## src/rtl/fwd_hazard_ctrl.sv

```systemverilog
// fwd_hazard_ctrl: EX operand-forwarding selects and load-use stall/bubble control.
// Optional macro FWD_STATS_EN adds saturating Stall_Count / Fwd_Count outputs.
module fwd_hazard_ctrl #(
    parameter int REG_ADDR_W = 5
`ifdef FWD_STATS_EN
    , parameter int STAT_W = 16
`endif
) (
    input  logic                  clk,
    input  logic                  rst_n,
    input  logic                  Id_Valid,
    input  logic [REG_ADDR_W-1:0] Id_Rs1,
    input  logic [REG_ADDR_W-1:0] Id_Rs2,
    input  logic [REG_ADDR_W-1:0] Id_Rd,
    input  logic                  Id_UsesRs1,
    input  logic                  Id_UsesRs2,
    input  logic                  Id_RegWrite,
    input  logic                  Id_MemRead,
    input  logic                  Flush,
    output logic                  Stall,
    output logic [1:0]            Sel_A,
    output logic [1:0]            Sel_B,
`ifdef FWD_STATS_EN
    output logic [STAT_W-1:0]     Stall_Count,
    output logic [STAT_W-1:0]     Fwd_Count,
`endif
    output logic                  Ex_Valid
);
    typedef struct packed {
        logic                  valid;
        logic [REG_ADDR_W-1:0] rd;
        logic                  regwrite;
    } dst_t;

    typedef struct packed {
        dst_t                  dst;
        logic                  memread;
        logic [REG_ADDR_W-1:0] rs1;
        logic [REG_ADDR_W-1:0] rs2;
        logic                  uses1;
        logic                  uses2;
    } ex_t;

    ex_t  ex_q, ex_d;
    dst_t mem_q, mem_d, wb_q, wb_d;
    logic mem_load_q, mem_load_d;

    // A load sitting in MEM that matches EX means the stall failed; fall back to the
    // regfile rather than forwarding a stale WB value or an address.
    function automatic logic [1:0] fwd_sel(input logic [REG_ADDR_W-1:0] rs, input logic uses,
                                           input dst_t m, input logic m_load, input dst_t w);
        logic m_hit, w_hit;
        m_hit = m.valid & m.regwrite & (m.rd != '0) & (m.rd == rs);
        w_hit = w.valid & w.regwrite & (w.rd != '0) & (w.rd == rs);
        return !uses ? 2'd0 : m_hit ? (m_load ? 2'd0 : 2'd1) : w_hit ? 2'd2 : 2'd0;
    endfunction

    // Load-use detection, next-stage records and forwarding selects.
    always_comb begin
        Stall = Id_Valid & !Flush & ex_q.dst.valid & ex_q.memread & (ex_q.dst.rd != '0) &
                ((Id_UsesRs1 & (Id_Rs1 == ex_q.dst.rd)) | (Id_UsesRs2 & (Id_Rs2 == ex_q.dst.rd)));
        ex_d.dst.valid    = Id_Valid & !Flush & !Stall;
        ex_d.dst.rd       = Id_Rd;
        ex_d.dst.regwrite = Id_RegWrite;
        ex_d.memread      = Id_MemRead;
        ex_d.rs1          = Id_Rs1;
        ex_d.rs2          = Id_Rs2;
        ex_d.uses1        = Id_UsesRs1;
        ex_d.uses2        = Id_UsesRs2;
        mem_d             = ex_q.dst;
        mem_load_d        = ex_q.memread;
        wb_d              = mem_q;
        Sel_A    = fwd_sel(ex_q.rs1, ex_q.dst.valid & ex_q.uses1, mem_q, mem_load_q, wb_q);
        Sel_B    = fwd_sel(ex_q.rs2, ex_q.dst.valid & ex_q.uses2, mem_q, mem_load_q, wb_q);
        Ex_Valid = ex_q.dst.valid;
    end

    // Pipeline advance; reset only needs to kill the valid bits.
    always_ff @(posedge clk) begin
        if (!rst_n) begin
            ex_q.dst.valid <= 1'b0;
            mem_q.valid    <= 1'b0;
            wb_q.valid     <= 1'b0;
        end else begin
            ex_q       <= ex_d;
            mem_q      <= mem_d;
            mem_load_q <= mem_load_d;
            wb_q       <= wb_d;
        end
    end

`ifdef FWD_STATS_EN
    logic [STAT_W-1:0] stall_cnt_q, stall_cnt_d, fwd_cnt_q, fwd_cnt_d;

    // Saturating event counters; a cycle forwarding on both operands counts once.
    always_comb begin
        stall_cnt_d = (Stall & ~&stall_cnt_q) ? stall_cnt_q + 1'b1 : stall_cnt_q;
        fwd_cnt_d   = (ex_q.dst.valid & ((Sel_A != 2'd0) | (Sel_B != 2'd0)) & ~&fwd_cnt_q) ?
                      fwd_cnt_q + 1'b1 : fwd_cnt_q;
        Stall_Count = stall_cnt_q;
        Fwd_Count   = fwd_cnt_q;
    end

    // Counter registers.
    always_ff @(posedge clk) begin
        if (!rst_n) begin
            stall_cnt_q <= '0;
            fwd_cnt_q   <= '0;
        end else begin
            stall_cnt_q <= stall_cnt_d;
            fwd_cnt_q   <= fwd_cnt_d;
        end
    end
`endif
endmodule

```

## config.mk

```make
export PLATFORM = sky130hd
export DESIGN_NAME = fwd_hazard_ctrl
export DESIGN_NICKNAME = d
export VERILOG_FILES = /design/src/rtl/fwd_hazard_ctrl.sv
export SDC_FILE = /design/constraint.sdc
export NUM_CORES = 1
export LEC_CHECK = 0
export ABC_AREA = 1
export ABC_CLOCK_PERIOD_IN_PS = 2650
export CAP_MARGIN = 15
export CORE_ASPECT_RATIO = 2
export CORE_MARGIN = 2
export CORE_UTILIZATION = 50
export DETAILED_ROUTE_END_ITERATION = 12
export DONT_BUFFER_PORTS = 1
export PLACE_DENSITY = 0.67
export SKIP_LAST_GASP = 1
export SLEW_MARGIN = 20
export SYNTH_ARGS = -nofsm -noshare
export SYNTH_HDL_FRONTEND = slang
export SYNTH_SLANG_ARGS = --single-unit
```

## constraint.sdc

```tcl
create_clock -name clk -period 2.65 [get_ports clk]
set_input_delay 0.1325 -clock clk [delete_from_list [all_inputs] [get_ports clk]]
set_output_delay 0.1325 -clock clk [all_outputs]
set_load 0.02 [all_outputs]
```

==> impl_metrics.env <==
export IMPL_p_leak_nw=0.882
export IMPL_firstDrtPassIters=6
export IMPL_fmax_mhz=590
export IMPL_synthAdderAreaFrac_pct=0
export IMPL_crit_start="Ex_Valid"
export IMPL_grtUsageTotal_pct=19.1
export IMPL_grt_pass1_vias=1229
export IMPL_min_from="rst_n"
export IMPL_worstSkewPairLatency_ns=0.28
export IMPL_post_synth_top_count_cell="nand2_1"
export IMPL_vias=1191
export IMPL_drt_iter0_drc=25
export IMPL_synth_avg_cell_area_um2=9.37
export IMPL_drive_above_1_share_pct=8.65
export IMPL_core_area_um2=3190
export IMPL_worst_path_max_fanout=5
export IMPL_total_power_mw=1.16
export IMPL_routedWlPerCell_um=13.2
export IMPL_yosys_cell_types_count=18
export IMPL_worstRegToRegCells=7
export IMPL_cts_tree="done"
export IMPL_antenna_found_initial=0
export IMPL_path_clk_slew_ns=0.06
export IMPL_holdWs_ns=0.157
export IMPL_netlist_area_leader_share_pct=57.0
export IMPL_regToRegEndpoint="Ex_Valid"
export IMPL_worst_slew_pin_slew_ns=0.450
export IMPL_synth_fp_nets=203
export IMPL_numPortBuffers=0
export IMPL_vias_per_cell=4.98
export IMPL_cp_required_ns=2.52
export IMPL_setup_violations_final=0
export IMPL_worst_path_max_delay_cell="dfxtp_1"
export IMPL_fin_setup_tns_ns=0
export IMPL_r2r_start="ex_q[18]"
export IMPL_yosysTopAreaCell="edfxtp_1"
export IMPL_synthArstFlopShare_pct=0
export IMPL_syn_instance_count=180
export IMPL_wirelength_um=3150
export IMPL_synth_edf_count=32
export IMPL_layout_min_cycle_time_ns=1.69
export IMPL_synthTopCellsByArea="edfxtp_1 (57%), nand2_1 (12%), xnor2_1 (6.2%), inv_1 (5.3%), nor2_1 (4.5%)"
export IMPL_die_w_um=45.1
export IMPL_dpl_hpwl_um=2390
export IMPL_synthSimpleGateAreaFrac_pct=24.2
export IMPL_powerDensity_nw_per_um2=575
export IMPL_area_growth_pct=19.5
export IMPL_ys_ff_latch=35
export IMPL_fin_skew_ns=0.00377
export IMPL_synth_area_um2=1690
export IMPL_nets=230
export IMPL_fillers=274
export IMPL_grt_max_degree=36
export IMPL_synth_top_family_by_area="simple AND/OR/NAND/NOR gates"
export IMPL_synthMuxAreaShare_pct=0
export IMPL_cts_sinks=35
export IMPL_ys_seq_area_share_pct=60.5
export IMPL_final_antenna_net_count=0
export IMPL_antenna_cells=0
export IMPL_setup_worst_path_end="Sel_A[1]"
export IMPL_path_cells="nand2_2, a21oi_2, nand3_1, nor2_1, nand3_1, nor2_1"
export IMPL_finalHoldViolCount=0
export IMPL_synth_compound_area_share_pct=2.15
export IMPL_initial_core_util_pct=52.8
export IMPL_status="completed"
export IMPL_die_y_um=86.1
export IMPL_rrSetupSlack_ns=1.51
export IMPL_io_pins=29
export IMPL_cap_violations=0
export IMPL_finalCritPeriodShare_pct=63.9
export IMPL_rsz0062_at_grt="no"
export IMPL_synth_xor_area_share_pct=6.23
export IMPL_root_buffer="clkbuf_8"
export IMPL_fp_row_count=29
export IMPL_grt_remaining_overflow=0
export IMPL_crit_arrival_ns=1.56
export IMPL_drc=0
export IMPL_drv_slew=0
export IMPL_finish_instance_area_um2=2020
export IMPL_gp_congestion=0.815
export IMPL_yosys_most_used_dff="edfxtp_1"
export IMPL_vdd_drop_max_v=0.000568
export IMPL_critPathLaunchType="flop"
export IMPL_yosysWarnings=0
export IMPL_clock_path_buffers=2
export IMPL_ys_top_cells_by_count="nand2_1 (53), edfxtp_1 (32), inv_1 (24)"
export IMPL_slew_headroom_pct=70.1
export IMPL_h_tree_depth=2
export IMPL_cts_made_buffers=5
export IMPL_grt_pass1_wl_um=5220
export IMPL_critPathMaxStageDelay_ns=0.52
export IMPL_crit_type="flop to primary output"
export IMPL_hp_class="primary input to flop"
export IMPL_end_kind="primary output"
export IMPL_placed_area_um2=1730
export IMPL_die_area_um2=3880
-- kinds of logic after synthesis --
family	Yosys count
simple gates	96
flops	35
buf+inv	31
xor+xnor	12
compound gates	6
-- worst min path at each step --
| stage | endpoint | slack (ns) | depth (start not counted) |
|---|---|---|---|
| 2_1_floorplan | mem_q[6] | 0.23 | 2 |
| 3_3_place_gp | ex_q[16] | 0.23 | 0 |
| 3_5_place_dp | ex_q[16] | 0.23 | 0 |
| 4_1_cts | wb_q[6] | 0.15 | 3 |
| 5_1_grt | wb_q[6] | 0.17 | 3 |
| 6_report | wb_q[6] | 0.16 | 3 |
-- through the flow --
| step | std cells | utilization [%] | worst slack (ns) |
|---|---|---|---|
| 2_1_floorplan | 180 | - | 1.34 |
| 3_3_place_gp | 211 | 54.0 | 1.25 |
| 3_5_place_dp | 211 | 54.0 | 1.23 |
| 4_1_cts | 239 | 63.1 | 0.914 |
| 5_1_grt | 239 | 63.1 | 0.817 |
| 6_report | 239 | 63.1 | 0.956 |
-- registers in the layout (all words and copies together) (netlist names) --
name,count
mem_load_d,1
ex_q,18
wb_q,7
Ex_Valid,1
mem_q,7
mem_load_q,1
-- report_power, final --
part	internal (mW)	switching, mW
combinational	0.0625	0.0640
sequential	0.648	0.0340
clock	0.179	0.172
-- placed cells by master (no fill, tap or decap), types with 2 or more instances in the layout --
cell,count
a21oi_1,2
nand3_1,10
xnor2_1,12
o21ai_0,2
nor3_1,4
nand2_2,3
nand2_1,53
nor3_2,2
edfxtp_1,32
inv_2,6
nor2_1,20
and3_1,2
dlygate4sd3_1,19
inv_1,24
clkinv_1,3
dfxtp_1,3
or2_0,2
clkbuf_8,5
-- worst max-delay path, delay by kind of cell, from the launching register on --
family             cells  cell delay [ns]
AOI/OAI and AO/OA      1             0.11
and+or+nand+nor        5             0.66
DFF                    1             0.52
-- routing by layer --
metal  vias to the layer above  GRT usage [%]  routed length [um]
met5                         -              0                   0
met4                         0           9.89                  97
met3                         7           4.21                 125
met2                        30           35.1                1830
met1                       532           18.2                1100
li1                        622              -                   -
-- repair_timing --
action | in CTS | in global routing
endpoints found under the hold margin | 54 | 0
endpoints found under the setup margin | 0 | 0
hold buffers | 20 | 0
resized for setup | 0 | 0
buffers inserted | 0 | 0
-- final cells by class --
type | instances | area (um2) | area share (%)
clock buffers | 6 | 72.6 | 3.60
clock inverters | 2 | 7.51 | 0.372
inverters | 31 | 116 | 5.77
multi-input cells | 114 | 549 | 27.3
flip-flops and latches | 35 | 1020 | 50.7
well taps | 31 | 38.8 | 1.92
repair buffers | 20 | 210 | 10.4
(Power assumes the default switching activity.)
